<file path="src/rtl/id_ex_stage.sv">
// ID/EX pipeline register with register-file write-through forwarding,
// load-use hazard detection, flush handling and a saturating bubble counter.
module id_ex_stage #(
  parameter int DW = 32,
  parameter int CW = 9
) (
  input  logic          clk,
  input  logic          rst,
  input  logic          id_valid,
  input  logic [DW-1:0] id_rd1,
  input  logic [DW-1:0] id_rd2,
  input  logic [4:0]    id_rs,
  input  logic [4:0]    id_rt,
  input  logic [4:0]    id_rd,
  input  logic [15:0]   id_imm16,
  input  logic [CW-1:0] id_ctrl,
  input  logic          flush,
  input  logic          wb_we,
  input  logic [4:0]    wb_wr,
  input  logic [DW-1:0] wb_wd,
  output logic          ex_valid,
  output logic [DW-1:0] ex_a,
  output logic [DW-1:0] ex_b,
  output logic [DW-1:0] ex_imm,
  output logic [4:0]    ex_rs,
  output logic [4:0]    ex_rt,
  output logic [4:0]    ex_dst,
  output logic [CW-1:0] ex_ctrl,
  output logic          stall,
  output logic [15:0]   bubble_cnt
);

  // Bit positions inside the MSB-first control bundle.
  localparam int MEMREAD = CW - 2;
  localparam int REGDST  = CW - 5;

  logic          hz;
  logic [DW-1:0] fwd_a;
  logic [DW-1:0] fwd_b;

  // A load in EX whose destination is a source of the ID instruction.
  always_comb begin
    hz = id_valid & ex_valid & ex_ctrl[MEMREAD] & (ex_rt != 5'd0) &
         ((ex_rt == id_rs) | (ex_rt == id_rt));
  end

  assign stall = hz & ~flush;

  // The register file is written on the same edge, so take the WB value directly.
  always_comb begin
    fwd_a = id_rd1;
    if (id_rs == 5'd0)
      fwd_a = '0;
    else if (wb_we && (wb_wr == id_rs))
      fwd_a = wb_wd;

    fwd_b = id_rd2;
    if (id_rt == 5'd0)
      fwd_b = '0;
    else if (wb_we && (wb_wr == id_rt))
      fwd_b = wb_wd;
  end

  // Data fields always load; only valid/ctrl are squashed to form a bubble.
  always_ff @(posedge clk or posedge rst) begin
    if (rst) begin
      ex_valid <= 1'b0;
      ex_ctrl  <= '0;
      ex_a     <= '0;
      ex_b     <= '0;
      ex_imm   <= '0;
      ex_rs    <= 5'd0;
      ex_rt    <= 5'd0;
      ex_dst   <= 5'd0;
    end else begin
      ex_a   <= fwd_a;
      ex_b   <= fwd_b;
      ex_imm <= {{(DW-16){id_imm16[15]}}, id_imm16};
      ex_rs  <= id_rs;
      ex_rt  <= id_rt;
      ex_dst <= id_ctrl[REGDST] ? id_rd : id_rt;
      if (flush || hz) begin
        ex_valid <= 1'b0;
        ex_ctrl  <= '0;
      end else begin
        ex_valid <= id_valid;
        ex_ctrl  <= id_valid ? id_ctrl : '0;
      end
    end
  end

  // Only stall-induced bubbles are counted; flush bubbles are not.
  always_ff @(posedge clk or posedge rst) begin
    if (rst)
      bubble_cnt <= 16'd0;
    else if (stall && (bubble_cnt != 16'hFFFF))
      bubble_cnt <= bubble_cnt + 16'd1;
  end

endmodule

</file>
<file path="config.mk">
export PLATFORM = sky130hd
export DESIGN_NAME = id_ex_stage
export DESIGN_NICKNAME = d
export VERILOG_FILES = /design/src/rtl/id_ex_stage.sv
export SDC_FILE = /design/constraint.sdc
export NUM_CORES = 1
export LEC_CHECK = 0
export CAP_MARGIN = 15
export CORE_MARGIN = 3
export CORE_UTILIZATION = 28
export DETAILED_ROUTE_END_ITERATION = 10
export HOLD_SLACK_MARGIN = 0.03
export MAX_ROUTING_LAYER = met4
export PLACE_DENSITY = 0.68
export SLEW_MARGIN = 10
export SYNTH_ARGS = -nofsm -noshare
export SYNTH_HDL_FRONTEND = slang
export SYNTH_SLANG_ARGS = --single-unit
</file>
<file path="constraint.sdc">
create_clock -name clk -period 5.78 [get_ports clk]
set_input_delay 1.156 -clock clk [delete_from_list [all_inputs] [get_ports clk]]
set_output_delay 1.156 -clock clk [all_outputs]
set_load 0.05 [all_outputs]
</file>
==> results of run 1 <==
-- worst register-to-register path, stage by stage (launching register included) --
cell and delay [ns]:
sky130_fd_sc_hd__dfrtp_1 0.43, sky130_fd_sc_hd__or4_1 0.63, sky130_fd_sc_hd__o2111ai_4 0.34, sky130_fd_sc_hd__a211oi_2 0.17
sky130_fd_sc_hd__nand2_1 0.18, sky130_fd_sc_hd__mux2_1 0.34
-- flip-flops by register name (all words and copies together), names as in the netlist --
| name | flops |
|---|---|
| ex_dst | 5 |
| bubble_cnt | 16 |
| ex_valid | 1 |
| ex_rt | 5 |
| ex_imm | 16 |
| ex_ctrl | 9 |
| ex_b | 32 |
| ex_rs | 5 |
| ex_a | 32 |
-- area by class of cell --
class                      instances  area [sq um]  area share (%)
sequential                       121          3030            35.6
tap                              220           275            3.23
clock inverter                    10           141            1.66
timing repair buffer             288          2870            33.7
inverter                           2          10.0           0.118
multi-input combinational        232          1710            20.0
clock buffer                      22           484            5.69
-- final timing paths --
kind	start	end	slack [ns]
max	id_rt[0]	stall	1.09
min	bubble_cnt[15]	bubble_cnt[15]	0.48
max reg2reg	ex_rt[1]	bubble_cnt[1]	3.58
min reg2reg	bubble_cnt[15]	bubble_cnt[15]	0.48
max in group asynchronous	rst	ex_imm[5]	3.65
min in group asynchronous	rst	ex_rs[1]	1.14
-- metrics by stage --
step / instance area, sq um / power (mW) / hold slack, ns
after detailed placement: 7890 / 1.42 / 0.474
after global routing: 8520 / 2.60 / 0.531
after global placement: 7890 / 1.41 / 0.484
final: 8520 / 2.49 / 0.482
after floorplan: 4920 / 1.18 / 0.790
after CTS: 8510 / 2.53 / 0.486
-- layout by cell type (no fill, tap or decap), types with 2 or more instances in the layout --
master / instances
sky130_fd_sc_hd__nand3b_1: 2
sky130_fd_sc_hd__clkdlybuf4s50_1: 283
sky130_fd_sc_hd__nand4b_1: 2
sky130_fd_sc_hd__clkinvlp_4: 5
sky130_fd_sc_hd__clkbuf_8: 4
sky130_fd_sc_hd__nor4_1: 3
sky130_fd_sc_hd__nand2_1: 7
sky130_fd_sc_hd__xnor2_1: 25
sky130_fd_sc_hd__clkbuf_16: 17
sky130_fd_sc_hd__nand3_1: 8
sky130_fd_sc_hd__nor4b_2: 2
sky130_fd_sc_hd__buf_4: 5
sky130_fd_sc_hd__and2_1: 9
sky130_fd_sc_hd__bufinv_16: 3
sky130_fd_sc_hd__dfrtp_1: 121
sky130_fd_sc_hd__xor2_1: 10
sky130_fd_sc_hd__and3_1: 3
sky130_fd_sc_hd__nand4_1: 6
sky130_fd_sc_hd__nor2_1: 66
sky130_fd_sc_hd__or4_1: 4
sky130_fd_sc_hd__nor2_2: 2
sky130_fd_sc_hd__mux2_2: 5
sky130_fd_sc_hd__and3_2: 3
sky130_fd_sc_hd__mux2i_1: 64
-- where the power goes --
| part | leakage [nW] | internal [mW] | total (mW) | switching, mW |
|---|---|---|---|---|
| combinational | 1.64 | 0.201 | 0.487 | 0.286 |
| clock | 0.291 | 0.724 | 1.10 | 0.373 |
| sequential | 1.47 | 0.892 | 0.909 | 0.0170 |
| total | 3.40 | 1.82 | 2.49 | 0.675 |
-- metal layers --
layer  part of all wire, %  GRT usage, %  vias up
met5                     0             -        -
li1                      -             -     1836
met4                   1.5          4.94        0
met3                   8.5          6.59       14
met1                    36          17.9     1939
met2                    54          28.8      187
-- logic make-up after synthesis --
group	share of synthesized area (%)
xor gates and xnor gates	6.23
buffers and inverters	4.04
adders and majority gates	0.254
DFF	61.5
AOI/OAI and AO/OA	1.42
muxes	14.4
and+or+nand+nor	12.1
==> results summary, run 1 <==
The run finished with clean final reports. The worst slew slack as a fraction of its limit came out at 28.2%. For this block, the via count after detailed routing is 3976. The boundary pin count is 284.

The count of cells in the finished layout, fillers not included, comes to 895. The areal power density over the cells is 293 nW/um^2. The filler cell count came out at 1447. The share of synthesized area occupied by flip-flops and latches came out at 61.5%. During synthesis, Yosys emitted a total of 0 warnings. Synthesis inferred about 120 register bits. The setup slack at placement is 1.06 ns. A synthesized cell averages about 13 sq um. The post-synthesis instance area came out at approximately 4900 sq um. The number of cells produced by synthesis came out at 387.

In the routed design, unresolved DRC markers number 0. The count of buffer and inverter cells on the critical path came out at 3. The net count of the finished layout came out at 809. The root buffer cell chosen for the clock tree is sky130_fd_sc_hd__clkbuf_16. Along the worst hold path, the cell count comes to 1. After detailed routing, the number of vias per cell comes to approximately 4.4. The number of endpoints with negative hold slack in the final report came to 0. The top achievable clock speed is 213 MHz. After layout, the worst path uses 81.1% of the clock period.

The DRC marker count from the first detailed-route iteration came out at 136. STA classifies the critical path startpoint as an input pin. Detailed placement ended at an HPWL of approximately 12000 um. The number of antenna violations at the first check in global routing is 0. The cell depth of the worst setup path came out at 7. The count of clock tree sinks is around 120. The first global-routing pass estimated about 24000 um of wire.

The final wirelength is between 15000 and 20000 um. The leakage component of the power is 3.40 nW. The portion of synthesized cell area occupied by the leading cell type is 61.5%. The data required time at the worst endpoint is approximately 4.6 ns.

The region available for standard cell placement spans 16900 sq um. The min-delay analysis places its worst path in the category reg -> reg. The number of maximum-capacitance constraint violations is 0. The slew of the pin with the lowest slew margin came out at 1.08 ns.

After routing, the total negative slack on setup checks comes to 0 ns. The die is ~140 um tall. The netlist uses 33 different library cells.

In this design, the stage delay of the slowest critical-path cell is 0.84 ns. Along the worst path, the maximum fanout reaches 17. The final antenna-violating net count came out at 0. The start-to-end type of the worst setup path is in -> out. The leading area contributor after synthesis is sky130_fd_sc_hd__dfrtp_1. In this run the core area contains 47 standard-cell rows. For this configuration, the core starts out at a cell density of 29.2%. The cell type group with the largest total delay on the critical path is buffers and inverters. The clock reaches the later pin of the worst-skew pair after 0.40 ns. By area the synthesized netlist is led by sky130_fd_sc_hd__dfrtp_1 (62%), sky130_fd_sc_hd__mux2i_1 (13%), sky130_fd_sc_hd__nor2_1 (5.2%), sky130_fd_sc_hd__xnor2_1 (4.4%), sky130_fd_sc_hd__buf_4 (2.4%). The number of gates given a new drive strength after cts came out at 0.

From synthesis to final layout, the design area changed by 73.0%. The number of detailed-route iterations in the first pass is 4. The most prevalent standard cell on the critical path is sky130_fd_sc_hd__clkdlybuf4s50_1. The shortest clock period the worst path allows after layout came out at 4.69 ns. The number of clock buffers inserted by TritonCTS is 17. Cells fill 50.5% of the core in the end. The post-synth net total came out at 534. The routed length per instance is around 17 um.

The clock-pin transition on the worst setup and hold timing paths is 0.06 ns. The number of global-route vias before repair came out at about 4400. The buffer count from post-CTS setup fixing is 0.

Global routing used 16.8% of the available tracks. The clock skew came out at 0.00682 ns. Once routing completed, OpenROAD measured the worst setup slack at 1.09 ns. The main flop type after synthesis is sky130_fd_sc_hd__dfrtp_1. The worst-case vdd ir drop is approximately 0.00018 V. The number of max-slew violations in the final report is 0. The clock passes through at most 2 buffers.

The H-tree generated during clock tree synthesis spans 4 levels. Port buffering added about 280 buffers. Summed over all layers, the global routing overflow is 0. The most common cell in the synthesized netlist is sky130_fd_sc_hd__dfrtp_1. The maximum number of pins on one net before global-route repair is 50. Ranked by instance count, the synthesized netlist is headed by sky130_fd_sc_hd__dfrtp_1 (121), sky130_fd_sc_hd__nor2_1 (68), sky130_fd_sc_hd__mux2i_1 (64). Among all stages on the critical path, the largest delay is contributed by sky130_fd_sc_hd__clkdlybuf4s50_1. The hold buffer count at cts is 0. The number of placed instances with taps included is 863.

The total setup violations reported at the end of the flow came out at 0. The number of diodes is 0. Walking the worst path, the cells encountered are clkdlybuf4s50_1 -> xnor2_1 -> nand3_1 -> o22ai_2 -> buf_4 -> nor3b_1 -> clkdlybuf4s50_1. The final weighted congestion in routability-driven placement is 0.833.

The worst reg2reg path depth came out at 5. Setup repair after global routing left no endpoint under its margin. TritonCTS built the clock tree. The worst endpoint data arrival time came out at between 3 and 4 ns. The die covers between 15000 and 20000 sq um. The number of enable flip-flop cells after synthesis came out at 0. The worst setup path is captured at a primary output.

The share of cells above drive strength 1 came out at under 10%. Of all flip-flops after synthesis, the portion carrying an async set or reset was 100%. The overall die width came out at ~140 um.
Power figures use the tool's default switching activity.
==> inputs of run 2 (changes only) <==
--- a/config.mk
+++ b/config.mk
@@ -11,7 +11,7 @@
 export DETAILED_ROUTE_END_ITERATION = 10
 export HOLD_SLACK_MARGIN = 0.03
 export MAX_ROUTING_LAYER = met4
-export PLACE_DENSITY = 0.68
+export PLACE_DENSITY = 0.71
 export SLEW_MARGIN = 10
 export SYNTH_ARGS = -nofsm -noshare
 export SYNTH_HDL_FRONTEND = slang
==> constraint.sdc (replaced) <==
create_clock -name clk -period 3.9 [get_ports clk]
set_input_delay 0.78 -clock clk [delete_from_list [all_inputs] [get_ports clk]]
set_output_delay 0.78 -clock clk [all_outputs]
set_load 0.05 [all_outputs]
==> run 2 against run 1 <==
- combinational power grew 49%
- hold slack gained 0.0071 ns
- sequential power grew 49%
- worst setup slack lost 0.56 ns
- clock skew shrank 0.0022 ns
- total power grew 50%
- die area is the same
- sequential cell count is the same
- first-iteration DRC count grew 12%
- critical path type unchanged
- critical endpoint unchanged
==> results summary, run 2 (same netlist as run 1, synthesis figures left out) <==
Outcome: completed (unchanged). The post-detailed-route DRC marker count was 0 (unchanged). The number of antenna violations at the first check in global routing came out at 1 (was 0). The clock latency on the worst-skew pair is 0.40 ns (about the same).

The filler-free cell count of the finished design is 900 (was 895). The number of H-tree levels is 4 (unchanged). The boundary pin count came to 284 (unchanged).

The via total after detailed routing came out at 3972 (was 3976). The share of cells above drive strength 1 came out at 8.54% (was 8.00%). Top library cells by usage in the layout, fill and taps aside: sky130_fd_sc_hd__clkdlybuf4s50_1 (282), sky130_fd_sc_hd__dfrtp_1 (121), sky130_fd_sc_hd__nor2_1 (66) (was sky130_fd_sc_hd__clkdlybuf4s50_1 (283), sky130_fd_sc_hd__dfrtp_1 (121), sky130_fd_sc_hd__nor2_1 (66)). The row count is 47 (unchanged).

The maximum number of pins on one net before global-route repair is 49 (was 50). The post-route clock period utilization came out at 86.5%. The areal power density over the cells came out at 435 nW/um^2 (was 293 nW/um^2). The design area came out at 8600 sq um (was 8520 sq um). The area of the die is 19200 sq um (unchanged). The number of detailed-route iterations in the first pass is 4 (unchanged).

The final weighted congestion in routability-driven placement is 0.819 (was 0.833). The most frequent standard cell in the layout excluding fill and tap cells is sky130_fd_sc_hd__clkdlybuf4s50_1 (unchanged). The total core area is 16900 sq um (unchanged). The data required time at the worst endpoint is 3.12 ns (was 4.62 ns).

The worst-case vdd ir drop was 0.000271 V (was 0.000185 V). The number of placed instances with taps included was 867 (was 863). The count of clock tree sinks is 121 (unchanged).

The total setup violations reported at the end of the flow is 0 (unchanged). The number of buffers added on ports is 283 (unchanged). The worst endpoint data arrival time is 2.59 ns (was 3.53 ns). The clock skew is 0.00463 ns (was 0.00682 ns). The number of maximum-capacitance constraint violations came to 0 (unchanged). The worst hold slack across all endpoints is 0.489 ns (was 0.482 ns). The start-to-end type of the worst setup path was in -> out (unchanged). The worst slew slack as a fraction of its limit came out at 39.1% (was 28.2%).

The number of gates given a new drive strength after cts was 0 (unchanged). The kind of capture point of the worst setup path is a primary output (unchanged). The total power came out at 3.74 mW (was 2.49 mW). The met1 wire length came out at 6110 um (was 5610 um). The net count of the finished layout is 813 (was 809).

The top achievable clock speed came out at 297 MHz. The final sum of negative setup slack is 0 ns (unchanged). The routed length per instance came out at 17.0 um (was 17.3 um). The overall die width came out at 139 um (unchanged). The leakage component of the power came out at 3.45 nW (was 3.40 nW).

RSZ-0062 raised after global routing: false (unchanged). The least setup slack across all paths after layout is 0.528 ns (was 1.09 ns). The final antenna-violating net count came to 0 (unchanged). The share of the core filled with cells came out at 50.9% (was 50.5%). The number of endpoints with negative hold slack in the final report is 0 (unchanged).

Subtracting the final worst setup slack from the clock period gives 3.37 ns. The buffer depth of the longest clock path is 2 (unchanged). The total placed instance area is 7960 sq um (was 7890 sq um). The DRC marker count from the first detailed-route iteration was 152 (was 136).

The uppermost layer routed is met4 (unchanged). The synthesis-to-finish area growth came out at 74.7% (was 73.0%). The overall routing resource usage is 16.3% (was 16.8%). The area of all sequential standard cells is 3030 sq um (unchanged).

The met3 layer wire length in the routed design came out at 805 um (was 1320 um). Top Registers: ex_a: 32 flops, ex_b: 32 flops (unchanged). The final wirelength is 15300 um (was 15500 um). The wire length on met2 came out at 8030 um (was 8310 um).

Cell breakdown of the critical path: clkdlybuf4s50_1 -> xnor2_1 -> nand3_1 -> o22ai_2 -> nor3b_1 -> buf_12 (was clkdlybuf4s50_1 -> xnor2_1 -> nand3_1 -> o22ai_2 -> buf_4 -> nor3b_1 -> clkdlybuf4s50_1). The clock-pin transition on the worst setup and hold timing paths came out at 0.05 ns (was 0.06 ns). The number of global-route vias before repair is 4358 (was 4439). The startpoint kind of the worst setup timing path was an input pin (unchanged). The number of clock buffers inserted by TritonCTS came out at 17 (unchanged). The floorplan die height is 139 um (unchanged).

The slew of the pin with the lowest slew margin came out at 0.911 ns (was 1.08 ns). The largest fanout on the critical path is 5 (was 17). The combined area of the multi-input logic cells came out at 1710 sq um (unchanged). The highest-delay cell along the critical path is sky130_fd_sc_hd__clkdlybuf4s50_1 (unchanged).

The path type of the worst min-delay path is reg -> reg (unchanged). The detailed-route vias per instance came to 4.41 (was 4.44). The filler cell count was 1449 (was 1447).

The CTS tree is done (unchanged). The total grt overflow is 0 (unchanged). The number of max-slew violations in the final report is 0 (unchanged). The clock root buffer is sky130_fd_sc_hd__clkbuf_16 (unchanged). The buffer count from post-CTS setup fixing is 0 (unchanged).

The setup slack at placement is 0.518 ns (was 1.06 ns). The hold buffer count at cts is 0 (unchanged). The peak per-stage delay on the critical path is 0.63 ns (was 0.84 ns).

The effective utilization at floorplan is 29.2% (unchanged). The wire length of the first global-routing pass is 23900 um (was 24300 um). The final HPWL from detailed placement is 11800 um (was 11900 um).
run 2: cell types whose count changed in the layout (fill, tap and decap cells not counted), sizes merged:
cell	previous run	this run
clkinvlp	5	2
inv	2	1
clkdlybuf4s50	283	282
diode	0	1
bufinv	3	4
clkinv	2	6
buf	5	10
clkbuf	22	21
run 2: layout make-up:
type / count / share of cell area, %
Antenna cell: 1 / 0.0291
Clock buffer: 21 / 5.47
Clock inverter: 11 / 1.96
Inverter: 2 / 0.131
Multi-Input combinational cell: 232 / 19.8
Sequential cell: 121 / 35.2
Tap cell: 220 / 3.20
Timing Repair Buffer: 292 / 34.1
run 2: layer usage:
metal | vias to the layer above | global-route usage, %
met1 | 1934 | 18.8
met4 | 0 | 6.76
met3 | 24 | 4.21
li1 | 1854 | -
met5 | - | -
met2 | 160 | 27.1
run 2: worst paths after layout:
| kind | startpoint | end | slack [ns] | cells after the start |
|---|---|---|---|---|
| min | bubble_cnt[15] | bubble_cnt[15] | 0.49 | 1 |
| max in group asynchronous | rst | ex_rs[0] | 2.30 | 3 |
| max | id_rt[4] | stall | 0.53 | 6 |
| max reg2reg | ex_rt[1] | bubble_cnt[1] | 1.71 | 6 |
| min in group asynchronous | rst | ex_rt[2] | 0.89 | 2 |
| min reg2reg | bubble_cnt[15] | bubble_cnt[15] | 0.49 | 1 |
run 2: power by group:
group / internal, mW / leakage [nW] / switching (mW)
combinational: 0.302 / 1.67 / 0.423
sequential: 1.32 / 1.47 / 0.0246
clock: 1.12 / 0.313 / 0.551
total: 2.74 / 3.45 / 0.999
run 2: critical path, delay by kind of cell:
| family | cells | cell delay [ns] |
|---|---|---|
| compound gates | 1 | 0.23 |
| xor+xnor | 1 | 0.16 |
| buf+inv | 2 | 0.83 |
| simple gates | 2 | 0.58 |
==> inputs of run 3 (changes only) <==
--- a/config.mk
+++ b/config.mk
@@ -6,9 +6,10 @@
 export NUM_CORES = 1
 export LEC_CHECK = 0
 export CAP_MARGIN = 15
-export CORE_MARGIN = 3
+export CORE_ASPECT_RATIO = 1.25
 export CORE_UTILIZATION = 28
 export DETAILED_ROUTE_END_ITERATION = 10
+export GPL_ROUTABILITY_DRIVEN = 0
 export HOLD_SLACK_MARGIN = 0.03
 export MAX_ROUTING_LAYER = met4
 export PLACE_DENSITY = 0.71
==> run 3 against run 2 <==
- utilization down 0.46 points
- die area down 5.7%
- clock-buffer cell count up 3
- wire length up 0.13%
- register-to-register slack worse by 0.04 ns
- via count up 2.5%
- final area down 0.32%
- non-clock buffer count up 2
- global-route usage up 1.4 points
- clock power down 7%
- largest power group unchanged
- highest routed layer unchanged
==> results summary, run 3 (same netlist as run 1, synthesis figures left out) <==
Outcome: completed (unchanged). The via total after detailed routing is 4073 (was 3972). The switching power is 987 uW (was 999 uW). The total grt overflow is 0 (unchanged). The hold buffer count at cts is 0 (unchanged). The effective utilization at floorplan came out at 29.0% (was 29.2%). The buffer depth of the longest clock path is 2 (unchanged).

The share of cells above drive strength 1 came to 8.53% (was 8.54%). The boundary pin count came to 284 (unchanged). The clock-pin transition on the worst setup and hold timing paths came to 0.05 ns (about the same). The floorplan die height came out at 150 um (was 139 um). The cell type group with the largest total delay on the critical path is buffers and inverters (unchanged).

The worst slew slack as a fraction of its limit came out at 37.4% (was 39.1%). The final HPWL from detailed placement is 11500 um (was 11800 um). The share of the core filled with cells is 50.5% (was 50.9%). The number of endpoints with negative hold slack in the final report came out at 0 (unchanged).

The top achievable clock speed is 310 MHz (was 297 MHz). The most frequent standard cell in the layout excluding fill and tap cells was sky130_fd_sc_hd__clkdlybuf4s50_1 (unchanged). The wire length of the first global-routing pass was 23000 um (was 23900 um).

The leakage component of the power came out at 3.44 nW (was 3.45 nW). The worst endpoint data arrival time is 2.44 ns (was 2.59 ns). The number of buffers added on ports is 283 (unchanged). The clock network fraction of total power is 42.9% (was 44.6%). The slew of the pin with the lowest slew margin came out at 0.936 ns (was 0.911 ns). Cell breakdown of the critical path: clkdlybuf4s50_1 -> xnor2_1 -> nand3_1 -> o22ai_2 -> nor3b_1 -> buf_12 (unchanged). The number of antenna violations at the first check in global routing is 1 (unchanged). The overall routing resource usage came to 17.7% (was 16.3%). The total setup violations reported at the end of the flow is 0 (unchanged). The number of clock buffers inserted by TritonCTS is 17 (unchanged).

The overall die width is 121 um (was 139 um). The number of gates given a new drive strength after cts is 0 (unchanged). The maximum number of pins on one net before global-route repair came to 122 (was 49). The clock skew is 0.00357 ns (was 0.00463 ns). The worst-case vdd ir drop is 0.000195 V (was 0.000271 V). The final antenna-violating net count came out at 0 (unchanged).

The synthesis-to-finish area growth came out at 74.2% (was 74.7%). The combinational share of power came out at 20.0% (was 19.4%). The number of max-slew violations in the final report came out at 0 (unchanged). The routed length per instance is 17.0 um (about the same).

The detailed-route vias per instance is 4.52 (was 4.41). The area of the die was 18100 sq um (was 19200 sq um). The path type of the worst min-delay path is reg -> reg (unchanged).

The DRC marker count from the first detailed-route iteration came to 136 (was 152). The number of detailed-route iterations in the first pass is 4 (unchanged). The number of H-tree levels is 4 (unchanged). The post-route clock period utilization is 82.6% (was 86.5%).

The final wirelength was 15300 um (about the same). Top library cells by usage in the layout, fill and taps aside: sky130_fd_sc_hd__clkdlybuf4s50_1 (282), sky130_fd_sc_hd__dfrtp_1 (121), sky130_fd_sc_hd__nor2_1 (66) (unchanged). The largest fanout on the critical path came out at 4 (was 5). The row count came out at 53 (was 47). The CTS tree is done (unchanged).

The total core area is 17000 sq um (was 16900 sq um). The data required time at the worst endpoint is 3.12 ns (about the same). The clock root buffer is sky130_fd_sc_hd__clkbuf_16 (unchanged).

The peak per-stage delay on the critical path came out at 0.61 ns (was 0.63 ns). The shortest clock period the worst path allows after layout is 3.22 ns (was 3.37 ns). The number of global-route vias before repair is 4391 (was 4358). The final sum of negative setup slack is 0 ns (unchanged). The highest-delay cell along the critical path is sky130_fd_sc_hd__clkdlybuf4s50_1 (unchanged).

The net count of the finished layout came to 815 (was 813). The kind of capture point of the worst setup path is a primary output (unchanged). The start-to-end type of the worst setup path is in -> out (unchanged). The buffer count from post-CTS setup fixing is 0 (unchanged). The number of maximum-capacitance constraint violations is 0 (unchanged). The count of buffer and inverter cells on the critical path was 2 (unchanged). The post-detailed-route DRC marker count is 0 (unchanged). The switching power as a share of total power came to 27.2% (was 26.7%). The areal power density over the cells came to 424 nW/um^2 (was 435 nW/um^2). The clock latency on the worst-skew pair is 0.40 ns (about the same). The startpoint kind of the worst setup timing path was an input pin (unchanged). The fraction of power consumed by sequential logic came to 37.1% (was 36.0%). Top Registers: ex_a: 32 flops, ex_b: 32 flops (unchanged). RSZ-0062 raised after global routing: false (unchanged).

The internal power component is 2.64 mW (was 2.74 mW). The count of clock tree sinks is 121 (unchanged).
## run 3: cell types whose count changed in the layout (fill, tap and decap cells not counted), sizes merged
cell,change
clkbuf,+3
clkinv,-3
buf,+2
bufinv,-2
clkinvlp,+1
## run 3: cell type report
class                      instances  area, sq um
antenna                            1         2.50
clock buffer                      24          502
clock inverter                     7         90.1
fill                            1528         8410
inverter                           2         11.3
multi-input combinational        232         1710
sequential                       121         3030
tap                              220          275
timing repair buffer             294         2950
## run 3: power by group through the flow
stage	clock [mW]	sequential (mW)	combinational (mW)
finish	1.56	1.35	0.726
global placement	0	1.37	0.723
detailed placement	0	1.37	0.731
floorplan	0	1.61	0.144
global route	1.66	1.35	0.762
CTS	1.60	1.35	0.733
## run 3: final timing paths
path	start	end	slack, ns	cells after the start
setup / recovery	id_rs[0]	stall	0.68	6
setup reg to reg	ex_rt[1]	bubble_cnt[1]	1.67	6
max in group asynchronous	rst	ex_b[30]	2.42	3
hold reg to reg	bubble_cnt[5]	bubble_cnt[5]	0.51	1
hold / removal	bubble_cnt[5]	bubble_cnt[5]	0.51	1
min in group asynchronous	rst	ex_imm[15]	0.88	3
## run 3: routing by layer
metal | GRT usage, % | up-vias | wire (um)
li1 | - | 1853 | -
met3 | 6.33 | 24 | 1330
met4 | 6.54 | 0 | 340
met2 | 30.0 | 196 | 8030
met5 | - | - | 0
met1 | 19.0 | 2000 | 5640
## run 3: worst reg2reg max path, cell delays in order, from the launching register on
cell and delay [ns]:
sky130_fd_sc_hd__dfrtp_1 0.46, sky130_fd_sc_hd__or4_1 0.62, sky130_fd_sc_hd__o2111ai_4 0.32, sky130_fd_sc_hd__a211oi_1 0.08, sky130_fd_sc_hd__buf_4 0.19, sky130_fd_sc_hd__nand2_1 0.11
sky130_fd_sc_hd__mux2_1 0.32
## run 3: metrics by stage
stage	std cells	power (mW)	hold slack (ns)	setup slack [ns]	area [sq um]
finish	901	3.63	0.507	0.678	8570
floorplan	387	1.75	0.790	0.291	4920
global route	901	3.78	0.530	0.618	8570
detailed placement	869	2.10	0.481	0.684	7980
CTS	900	3.68	0.509	0.669	8570
global placement	869	2.09	0.480	0.698	7980
